$ cat src/rtl/sms_gf_pkg.sv
// Shared definitions for the GF(2^N) power engine and its helpers.
//   state_e          : engine FSM state (IDLE / RUN / DONE)
//   GF_DEFAULT_POLY  : x^6 + x + 1, default reduction polynomial for N=6
//   gf_cnt_w(n)      : width of an exponent bit index counter for an n-bit field
package sms_gf_pkg;

    typedef enum logic [1:0] {
        ST_IDLE = 2'd0,
        ST_RUN  = 2'd1,
        ST_DONE = 2'd2
    } state_e;

    localparam logic [6:0] GF_DEFAULT_POLY = 7'b1000011;

    // Index counter must hold n-1; never narrower than one bit.
    function automatic int unsigned gf_cnt_w(input int unsigned n);
        return (n <= 2) ? 1 : $clog2(n);
    endfunction

endpackage

$ cat src/rtl/sms_gf_mul.sv
// Combinational GF(2^N) multiplier, polynomial basis.
//   a_i, b_i : operands (N bits)
//   p_o      : a_i * b_i mod POLY (N bits)
// Horner form, MSB of b first: shift-and-reduce, then conditionally add a.
module sms_gf_mul
    import sms_gf_pkg::*;
#(
    parameter int unsigned N    = 6,
    parameter logic [N:0]  POLY = (N+1)'(GF_DEFAULT_POLY)
) (
    input  logic [N-1:0] a_i,
    input  logic [N-1:0] b_i,
    output logic [N-1:0] p_o
);

    logic [N-1:0] acc;

    always_comb begin
        acc = '0;
        for (int i = N - 1; i >= 0; i--) begin
            // x*acc: drop x^N and fold it back in as the low terms of POLY
            acc = (acc << 1) ^ (acc[N-1] ? POLY[N-1:0] : '0);
            if (b_i[i]) acc = acc ^ a_i;
        end
        p_o = acc;
    end

endmodule

$ cat src/rtl/sms_gf_power_engine.sv
// Sequential y = x^e in GF(2^N), one exponent bit per cycle, MSB first.
//   clk, rst_n            : clock, async active-low reset
//   in_valid/in_ready     : operand handshake (in_x base, in_exp exponent)
//   out_valid/out_ready   : result handshake (out_y = in_x^in_exp)
//   busy                  : engine in RUN or DONE
// Every RUN cycle does one square and one multiply; the multiply operand is
// muxed to 1 for zero exponent bits so timing/activity never depend on data.
module sms_gf_power_engine
    import sms_gf_pkg::*;
#(
    parameter int unsigned N    = 6,
    parameter logic [N:0]  POLY = (N+1)'(GF_DEFAULT_POLY)
) (
    input  logic         clk,
    input  logic         rst_n,
    input  logic         in_valid,
    output logic         in_ready,
    input  logic [N-1:0] in_x,
    input  logic [N-1:0] in_exp,
    output logic         out_valid,
    input  logic         out_ready,
    output logic [N-1:0] out_y,
    output logic         busy
);

    if (N < 2 || N > 16) begin : g_bad_n
        $error("sms_gf_power_engine: N must be in 2..16");
    end
    if (POLY[N] != 1'b1) begin : g_bad_poly
        $error("sms_gf_power_engine: POLY[N] must be 1");
    end

    localparam int unsigned   IW  = gf_cnt_w(N);
    localparam logic [N-1:0]  ONE = N'(1);

    state_e        state_q, state_d;
    logic [N-1:0]  x_q, x_d;
    logic [N-1:0]  exp_q, exp_d;
    logic [N-1:0]  acc_q, acc_d;
    logic [N-1:0]  y_q, y_d;
    logic [IW-1:0] idx_q, idx_d;

    logic [N-1:0]  sq;
    logic [N-1:0]  mop;
    logic [N-1:0]  prod;

    sms_gf_mul #(.N(N), .POLY(POLY)) u_sq (
        .a_i (acc_q),
        .b_i (acc_q),
        .p_o (sq)
    );

    assign mop = exp_q[idx_q] ? x_q : ONE;

    sms_gf_mul #(.N(N), .POLY(POLY)) u_mul (
        .a_i (sq),
        .b_i (mop),
        .p_o (prod)
    );

    // in_ready is gated by rst_n so it reads 0 for the whole reset window.
    assign in_ready  = rst_n && (state_q == ST_IDLE);
    assign out_valid = (state_q == ST_DONE);
    assign busy      = (state_q != ST_IDLE);
    assign out_y     = y_q;

    always_comb begin
        state_d = state_q;
        x_d     = x_q;
        exp_d   = exp_q;
        acc_d   = acc_q;
        y_d     = y_q;
        idx_d   = idx_q;
        case (state_q)
            ST_IDLE: begin
                if (in_valid && in_ready) begin
                    x_d     = in_x;
                    exp_d   = in_exp;
                    acc_d   = ONE;
                    idx_d   = IW'(N - 1);
                    state_d = ST_RUN;
                end
            end
            ST_RUN: begin
                acc_d = prod;
                idx_d = idx_q - 1'b1;
                if (idx_q == '0) begin
                    y_d     = prod;
                    idx_d   = '0;
                    state_d = ST_DONE;
                end
            end
            ST_DONE: begin
                if (out_ready) state_d = ST_IDLE;
            end
            default: state_d = ST_IDLE;
        endcase
    end

    always_ff @(posedge clk or negedge rst_n) begin
        if (!rst_n) begin
            state_q <= ST_IDLE;
            x_q     <= '0;
            exp_q   <= '0;
            acc_q   <= '0;
            y_q     <= '0;
            idx_q   <= '0;
        end else begin
            state_q <= state_d;
            x_q     <= x_d;
            exp_q   <= exp_d;
            acc_q   <= acc_d;
            y_q     <= y_d;
            idx_q   <= idx_d;
        end
    end

endmodule

$ cat config.mk
export PLATFORM = sky130hd
export DESIGN_NAME = sms_gf_power_engine
export DESIGN_NICKNAME = d
export VERILOG_FILES = /design/src/rtl/sms_gf_pkg.sv /design/src/rtl/sms_gf_mul.sv /design/src/rtl/sms_gf_power_engine.sv
export SDC_FILE = /design/constraint.sdc
export NUM_CORES = 1
export LEC_CHECK = 0
export CAP_MARGIN = 20
export CORE_ASPECT_RATIO = 0.7
export CORE_UTILIZATION = 60
export CTS_CLUSTER_SIZE = 25
export DETAILED_ROUTE_END_ITERATION = 12
export PLACE_DENSITY_LB_ADDON = 0.15
export SLEW_MARGIN = 10
export SYNTH_ARGS = -nofsm -noshare
export SYNTH_HDL_FRONTEND = slang
export SYNTH_SLANG_ARGS = --single-unit
$ cat constraint.sdc
create_clock -name clk -period 5.05 [get_ports clk]
set_input_delay 1.01 -clock clk [delete_from_list [all_inputs] [get_ports clk]]
set_output_delay 1.01 -clock clk [all_outputs]
set_load 0.01 [all_outputs]
# Yosys cells after proc, flatten, opt, wreduce, memory -nomap -nowiden
# Index checks and enable logic that the tools add are counted.
[word_totals]
register_bits = 29
input_bits = 16
[classes]
n_bitwise = 20
n_mux = 34
n_lt_le_gt_ge = 1
n_addsub = 1
n_reduce_logical = 10
eq_ne = 5
[op_table]
columns = ["cell", "count"]
rows = [
  ["bitwise XOR 6 bit", 20],
  ["2-to-1 mux 6 bit", 14],
  ["2-to-1 mux 2 bit", 13],
  ["one-hot mux 6 bit (2 select lines)", 1],
  ["2-to-1 mux 3 bit", 2],
  ["one-hot mux 2 bit (3 select lines)", 1],
  ["one-hot mux 3 bit (2 select lines)", 1],
  ["AND reduction 2 bit", 3],
  ["less-than comparator 3 x 4 -> 1 bit, second input constant", 1],
  ["inequality test 2 x 1 -> 1 bit, second input constant", 2],
  ["nonzero test 2 bit", 2],
  ["binary-select mux 1 bit (select 3 bit)", 1],
  ["logical NOT 3 bit", 1],
  ["AND reduction 3 bit", 1],
  ["subtractor 3 x 1 -> 3 bit, second input constant", 1],
  ["== test 2 x 1 -> 1 bit, second input constant", 1],
  ["== test 2 bit, second input constant", 1],
  ["logical AND 1 bit", 2],
  ["logical NOT 2 bit", 1],
  ["inequality test 2 bit, second input constant", 1],
  ["2-to-1 mux 1 bit", 1],
]

# Depth between registers and ports, before layout
# Gate-level depths: netlist of the first run.
[depth]
word_depth = 43
ltp_mapped = 11

# Modules after synthesis
# A second synthesis of the first run with hierarchy kept.
[hier_totals]
cells_unflattened = 257
area_unflattened_um2 = 2331.0
[modules_own_cells]
columns = ["mod", "cells_per_inst", "area_per_inst_um2", "instances", "seq_area_each_um2"]
rows = [
  ["sms_gf_power_engine", 103, 1255.0, 1, 725.7],
  ["sms_gf_mul", 77, 538.0, 2, 0.0],
]

# Worst setup path before layout of the first run
# OpenSTA, ideal clock, no wires.
[synth_timing]
path_type = "flip-flop to flip-flop"
startpoint = "reg acc_q[0]"
endpoint = "reg acc_q[5]"
path_stages_with_launch = 12
t_arrival_ns = 2.698
setup_time_ns = 0.135
path_buffers = 1
required_time_ns = 4.915
path_slack_ns = 2.217
path_cell_list = "dfrtp_1 buf_2 inv_1 ha_1 xnor2_1 mux2i_2 xnor2_2 nand2_1 xnor3_1 or4b_1 nand3_1 o21ai_0"
[synth_via]
elab_chain_len = 34
[synth_lines]
columns = ["item", "line", "source"]
rows = [
  ["from (decl)", "sms_gf_power_engine.sv:39", "logic [N-1:0] acc_q, acc_d;"],
  ["from (signal assigned)", "sms_gf_power_engine.sv:105", "acc_q <= '0;"],
  ["from (signal assigned)", "sms_gf_power_engine.sv:112", "acc_q <= acc_d;"],
  ["2-to-1 mux 6 bit", "sms_gf_mul.sv:23", "if (b_i[i]) acc = acc ^ a_i;"],
  ["bitwise XOR 6 bit", "sms_gf_mul.sv:22", "acc = (acc << 1) ^ (acc[N-1] ? POLY[N-1:0] : '0);"],
  ["bitwise XOR 6 bit", "sms_gf_mul.sv:23", ""],
  ["2-to-1 mux 6 bit", "sms_gf_mul.sv:23", ""],
  ["bitwise XOR 6 bit", "sms_gf_mul.sv:22", ""],
  ["bitwise XOR 6 bit", "sms_gf_mul.sv:23", ""],
  ["2-to-1 mux 6 bit", "sms_gf_mul.sv:23", ""],
  ["bitwise XOR 6 bit", "sms_gf_mul.sv:22", ""],
  ["[18 not listed]", "n/a", ""],
  ["2-to-1 mux 6 bit", "sms_gf_mul.sv:23", ""],
  ["bitwise XOR 6 bit", "sms_gf_mul.sv:22", ""],
  ["bitwise XOR 6 bit", "sms_gf_mul.sv:23", ""],
  ["2-to-1 mux 6 bit", "sms_gf_mul.sv:23", ""],
  ["bitwise XOR 6 bit", "sms_gf_mul.sv:22", ""],
  ["bitwise XOR 6 bit", "sms_gf_mul.sv:23", ""],
  ["2-to-1 mux 6 bit (*)", "sms_gf_mul.sv:23", ""],
  ["one-hot mux 6 bit (2 select lines) (*)", "sms_gf_power_engine.sv:74", "case (state_q)"],
]
# Every way passes the cells marked *; elsewhere a longest branch is shown, timed or not.
# A chain may end at the register's enable or synchronous reset.

# Worst setup path in the final report of the first run
[layout_timing]
startpoint = "in rst_n"
endpoint = "out in_ready"
[layout_via]
elab_chain_len = 1
[layout_lines]
columns = ["item", "line", "source"]
rows = [
  ["from (decl)", "sms_gf_power_engine.sv:15", "input logic rst_n,"],
  ["logical AND 1 bit", "sms_gf_power_engine.sv:62", "assign in_ready = rst_n && (state_q == ST_IDLE);"],
  ["to (decl)", "sms_gf_power_engine.sv:17", "output logic in_ready,"],
]
# Every way passes these cells.

==> out/results.ini, run 1 <==
[timing]
rsz0062_at_grt = no
setup_viol = 0
fin_setup_tns_ns = 0
maxSlewViolCount = 0
hold_viol_final = 0
period_share_pct = 70.61
slew_headroom_pct = 53.37
finalWorstSetupSlack_ns = 1.484
max_freq_mhz = 280.4
skew_ns = 0.01066
tightest_slew_ns = 0.6995
period_needed_ns = 3.566
whs_ns = 0.4879

[setup_path]
critPathLaunchType = primary input
path_class = primary input to output pin
cp.required_ns = 4.04
cp_cell_sequence = clkdlybuf4s50_1 -> buf_4 -> and2_1 -> clkdlybuf4s50_1
arrival_ns = 2.56
crit_path_end_kind = output pin
crit_fanout = 31
crit_top_cell = clkdlybuf4s50_1
worst-path-stages = 4
max_stage_delay_ns = 0.53
path_buf_inv = 3
cp_slowest_cell = clkdlybuf4s50_1
r2r_cells = 10
path_delay_family = buffers and inverters

[synthesis]
synth_ff_type = dfrtp_1
synth_cell_types = 54
synth_edf_count = 0
seq_area_frac_synth_pct = 33.45
syn_nets = 283
syn_inst = 264
async_reset_ff_share_pct = 100.0
synth_area_mm2 = 0.002170
ys_seq_elements = 29
syn_area_per_cell_um2 = 8.218
yosys_warnings = 0

[placement]
gp_congestion = 0.8231
hpwl_mm = 3.480
placement.io_buffers = 24
place_ws_ns = 1.454

[detailed_routing]
drc = 0
drt_iter0_drc = 164
antenna_left = 0
dr.pass1.iters = 5
avgRoutedWirePerCell_um = 15.56
wl_mm = 5.040
via_count = 1965
viasPerCell = 6.065

[power]
swShare_pct = 46.83
seqPwrFrac_pct = 26.1
cellPowerDensity_mw_per_mm2 = 798.7
irDropWorstVdd_v = 0.0004888
p_leak_nw = 1.141
combPwrFrac_pct = 61.5
switching_power_w = 0.0009402
p_clk_share_pct = 12.4
internal-power_w = 0.001068

[worst_hold_path]
hold_path.class = register to register
min_path_cells = 2

[global_route]
grt_use_met3_pct = 7.115
grt_max_degree = 32
gr-total-overflow = 0
grt_usage_pct = 28.68
busiest_layer = met2
grt_use_met1_pct = 40.49
grt_pass1_wl_mm = 8.017
met2_usage_pct = 43.43
grt_pass1_vias = 1707
antenna_found_initial = 0

[floorplanning]
ioPinCount = 25
fp.dieW_um = 73.87
initial_core_util_pct = 65.81
die_area_mm2 = 0.003864
rows = 17
fp.coreArea_mm2 = 0.003297
die_y_um = 52.31

[finish]
syn2layout_area_growth_pct = 15.86
n_antenna_cell = 0
nets = 295
drive_gt1_share_pct = 7.220
fill_cells = 251
final_core_util_pct = 76.24

[run_status]
status = completed

[clock_tree]
clk_pin_slew_ns = 0.06
clock-sinks = 29
cts_root_buf = clkbuf_8
cts_tree = yes
cts-resized-gates = 0
post_cts_buffers = 0
ctsHoldBuffers = 0
clk_latency_ns = 0.29
cts_max_level = 2
clockBufferDepth = 2
cts-buffers-inserted = 5

[run]
cap_violations = 0

## per-layer routing
layer / wire length (um) / part of all wire (%)
met1: 2338 / 46
met2: 2244 / 45
met3: 411 / 8.2
met4: 45 / 0.89
met5: 0 / 0
## cell usage after synthesis (2+ instances only)
cell / instances / area (um2)
nand2_1: 66 / 247.7
dfrtp_1: 29 / 725.7
o21ai_0: 23 / 115.1
clkbuf_1: 14 / 52.55
xor2_1: 11 / 96.34
mux2i_1: 10 / 100.1
nor2_1: 10 / 37.54
nand3_1: 9 / 45.04
inv_1: 8 / 30.03
xnor2_1: 8 / 70.07
nor3b_1: 5 / 37.54
nand2b_1: 4 / 25.02
nor3_1: 4 / 20.02
a21oi_1: 3 / 15.01
buf_1: 3 / 11.26
buf_2: 3 / 15.01
ha_1: 3 / 37.54
mux2_2: 3 / 33.78
nand4_1: 3 / 18.77
nor2b_1: 3 / 18.77
a21o_1: 2 / 15.01
a31oi_1: 2 / 12.51
a32oi_1: 2 / 17.52
and3_1: 2 / 12.51
o211ai_1: 2 / 15.01
o31ai_1: 2 / 15.01
xnor2_2: 2 / 32.53
xnor3_1: 2 / 45.04
## kinds of logic after synthesis
kind of cell | synth area share, %
compound gates | 15.46
xor+xnor | 13.09
fa+ha+maj | 1.730
buf+inv | 5.017
flops | 33.45
mux | 7.843
simple gates | 23.42
## final timing paths
kind	from	end	slack (ns)
setup / recovery	rst_n	in_ready	1.48
hold / removal	exp_q[5]	exp_q[5]	0.49
setup reg to reg	acc_q[0]	acc_q[5]	1.71
hold reg to reg	exp_q[5]	exp_q[5]	0.49
max in group asynchronous	rst_n	x_q[2]	3.67
min in group asynchronous	rst_n	exp_q[2]	1.11
## sequential cells by signal, summed over array words and instances (netlist names)
signal	cells
acc_q	6
state_q	2
out_y	6
x_q	6
exp_q	6
idx_q	3
## layout by cell type (no fill, tap or decap), types with 3 or more instances in the layout
master           instances
nor2b_1                  3
a21oi_1                  3
nand2b_1                 4
clkbuf_8                 6
nand4_1                  3
nor3b_1                  5
o21ai_0                 23
inv_1                    8
xnor2_1                  8
ha_1                     3
mux2i_1                 10
nor3_1                   4
nor2_1                  10
dfrtp_1                 29
nand3_1                  9
nand2_1                 66
clkdlybuf4s50_1         24
mux2_2                   3
xor2_1                  11
## stage by stage
stage          std cells  cell area [um2]  power, W
2_1_floorplan        264             2170  0.001454
6_report             324             2514  0.002008
3_3_place_gp         316             2397  0.001702
5_1_grt              324             2514  0.002160
4_1_cts              324             2514  0.001994
3_5_place_dp         316             2397  0.001735
## worst reg2reg max path: stages (launching register included)
cell and delay [ns]:
dfrtp_1 0.59, inv_1 0.22, ha_1 0.35, xnor2_1 0.26, mux2i_2 0.14, xnor2_2 0.44
nand2_1 0.12, xnor3_1 0.39, or4b_1 0.48, nand3_1 0.12, o21ai_0 0.08
## power by group through the flow
stage / logic (W) / clock network (W) / registers, W
2_1_floorplan: 0.00105 / 0 / 0.000406
3_3_place_gp: 0.00118 / 0 / 0.000519
3_5_place_dp: 0.00121 / 0 / 0.000522
4_1_cts: 0.00122 / 0.000250 / 0.000520
5_1_grt: 0.00135 / 0.000261 / 0.000546
6_report: 0.00124 / 0.000248 / 0.000524
## cell type report
type	instances	area [um2]	share of cell area, %
timing repair buffer	25	247.7	9.856
tap	47	58.81	2.339
inverter	8	30.03	1.195
clock inverter	1	30.03	1.195
sequential	29	725.7	28.87
multi-input combinational	207	1335	53.11
clock buffer	7	86.33	3.435
Note: power is estimated with default switching activity, not from simulation.
==> run 2, diff against run 1 <==
--- a/config.mk
+++ b/config.mk
@@ -7,7 +7,7 @@
 export LEC_CHECK = 0
 export CAP_MARGIN = 20
 export CORE_ASPECT_RATIO = 0.7
-export CORE_UTILIZATION = 60
+export CORE_UTILIZATION = 56
 export CTS_CLUSTER_SIZE = 25
 export DETAILED_ROUTE_END_ITERATION = 12
 export PLACE_DENSITY_LB_ADDON = 0.15
==> constraint.sdc (replaced) <==
create_clock -name clk -period 3.4 [get_ports clk]
set_input_delay 0.68 -clock clk [delete_from_list [all_inputs] [get_ports clk]]
set_output_delay 0.68 -clock clk [all_outputs]
set_load 0.01 [all_outputs]
==> run 2 against run 1 <==
Compared with the run above:
- sequential power rose by 48%
- critical endpoint is now acc_q[0]
- non-clock buffer count is 2 higher
- first-iteration DRC count shrank 23%
- sequential share of layout area fell by 0.21 points
- sequential cell count stayed put
- via count decreased by 3.9%
- register-to-register slack lost 1.4 ns
- clock-buffer cell count unchanged
- largest cell class unchanged
- worst setup slack got worse by 1.2 ns
- combinational power grew 51%
==> out/results.ini, run 2 (synthesis results as in run 1) <==
[clock_tree]
cts_root_buf = clkbuf_8
cts_max_level = 2
clock-sinks = 29
cts_tree = yes
clockBufferDepth = 2
post_cts_buffers = 0
clk_pin_slew_ns = 0.06
ctsHoldBuffers = 0
cts-resized-gates = 0
cts-buffers-inserted = 5
clk_latency_ns = 0.28

[worst_hold_path]
holdPathEnd = exp_q[1]
hold_path.class = register to register
min_path_cells = 2
min-delay-start = exp_q[1]

[setup_path]
crit_path_end_kind = register
path_class = register to register
r2r_cells = 10
cp.required_ns = 3.57
rr_startpoint = acc_q[0]
max_stage_delay_ns = 0.51
regToRegEndpoint = acc_q[0]
crit_fanout = 12
r2r_slack_ns = 0.29
cp_cell_sequence = inv_1 -> ha_1 -> a21boi_0 -> or2_2 -> nand2_1 -> xnor3_2 -> xnor2_2 -> mux2i_1 -> a31oi_1 -> a311oi_1
cp_slowest_cell = dfrtp_1
arrival_ns = 3.28
critPathLaunchType = register

[timing]
maxSlewViolCount = 0
period_needed_ns = 3.110
rsz0062_at_grt = no
tightest_slew_ns = 0.6822
max_freq_mhz = 321.5
hold_viol_final = 0
skew_ns = 0.006377
fin_setup_tns_ns = 0
period_share_pct = 91.47
setup_viol = 0
finalWorstSetupSlack_ns = 0.2899
slew_headroom_pct = 54.52

[detailed_routing]
wl_mm = 5.176
drc = 0
via_count = 1889
dr.pass1.iters = 5
avgRoutedWirePerCell_um = 15.73
drt_iter0_drc = 126
antenna_left = 0
viasPerCell = 5.742

[floorplanning]
die_area_mm2 = 0.004131
ioPinCount = 25
fp.dieW_um = 76.40
die_y_um = 54.08
initial_core_util_pct = 60.21
fp.coreArea_mm2 = 0.003603
rows = 18

[global_route]
grt_max_degree = 31
grt_pass1_vias = 1807
grt_usage_pct = 27.76
gr-total-overflow = 0
antenna_found_initial = 0
grt_pass1_wl_mm = 8.562

[finish]
multi_input_area_mm2 = 0.001335
final_cell_mix = nand2_1, dfrtp_1, clkdlybuf4s50_1
register_area_um2 = 725.7
fill_cells = 301
drive_gt1_share_pct = 7.885
nets = 297
syn2layout_area_growth_pct = 16.72
final_common_cell = nand2_1
n_antenna_cell = 0
final_core_util_pct = 70.28
final_area_mm2 = 0.002532

[power]
cellPowerDensity_mw_per_mm2 = 1193
irDropWorstVdd_v = 0.0006135
p_leak_nw = 1.151
finalPower_w = 0.003021

[placement]
gp_congestion = 0.8403
placement.io_buffers = 24
place_ws_ns = 0.3521
placed_area_mm2 = 0.002416
hpwl_mm = 3.627

[run]
cap_violations = 0

[run_status]
status = completed

## run 2: worst max-delay path by stage
stage | start | to | slack (ns)
finish | acc_q[0] | acc_q[0] | 0.29
global route | acc_q[0] | acc_q[0] | 0.08
CTS | acc_q[0] | acc_q[0] | 0.33
detailed placement | acc_q[0] | acc_q[0] | 0.35
global placement | acc_q[0] | acc_q[5] | 0.43
floorplan | acc_q[0] | acc_q[5] | 0.57
## run 2: stage by stage
| stage | std cells | hold slack [ns] |
|---|---|---|
| finish | 329 | 0.4854 |
| global route | 329 | 0.5016 |
| CTS | 329 | 0.4866 |
| detailed placement | 321 | 0.4620 |
| global placement | 321 | 0.4579 |
| floorplan | 264 | 0.3844 |
## run 2: where the power goes
group	internal, W	leakage (nW)	switching (W)
combinational	0.000865	0.728	0.00101
sequential	0.000500	0.364	0.000278
clock	0.000239	0.0585	0.000132
## run 2: per-layer routing
| metal | global-route usage (%) | part of all wire, % | routed length [um] |
|---|---|---|---|
| met1 | 36.62 | 48 | 2486 |
| met5 | 0 | 0 | 0 |
| met2 | 45.50 | 43 | 2206 |
| met4 | 9.936 | 1.5 | 78 |
| met3 | 6.610 | 7.8 | 405 |
## run 2: layout make-up
| type | count | area share (%) |
|---|---|---|
| clock inverter | 1 | 1.186 |
| sequential | 29 | 28.66 |
| inverter | 8 | 1.186 |
| multi-input combinational | 207 | 52.72 |
| tap | 50 | 2.470 |
| clock buffer | 7 | 3.409 |
| timing repair buffer | 27 | 10.38 |
## run 2: worst max-delay path: cells and delay by family (launching register included)
kind / cells / cell delay, ns
muxes: 1 / 0.21
and+or+nand+nor: 2 / 0.35
buffers and inverters: 1 / 0.22
xor gates and xnor gates: 2 / 0.70
DFF: 1 / 0.51
AOI/OAI and AO/OA: 3 / 0.84
adders and majority gates: 1 / 0.18
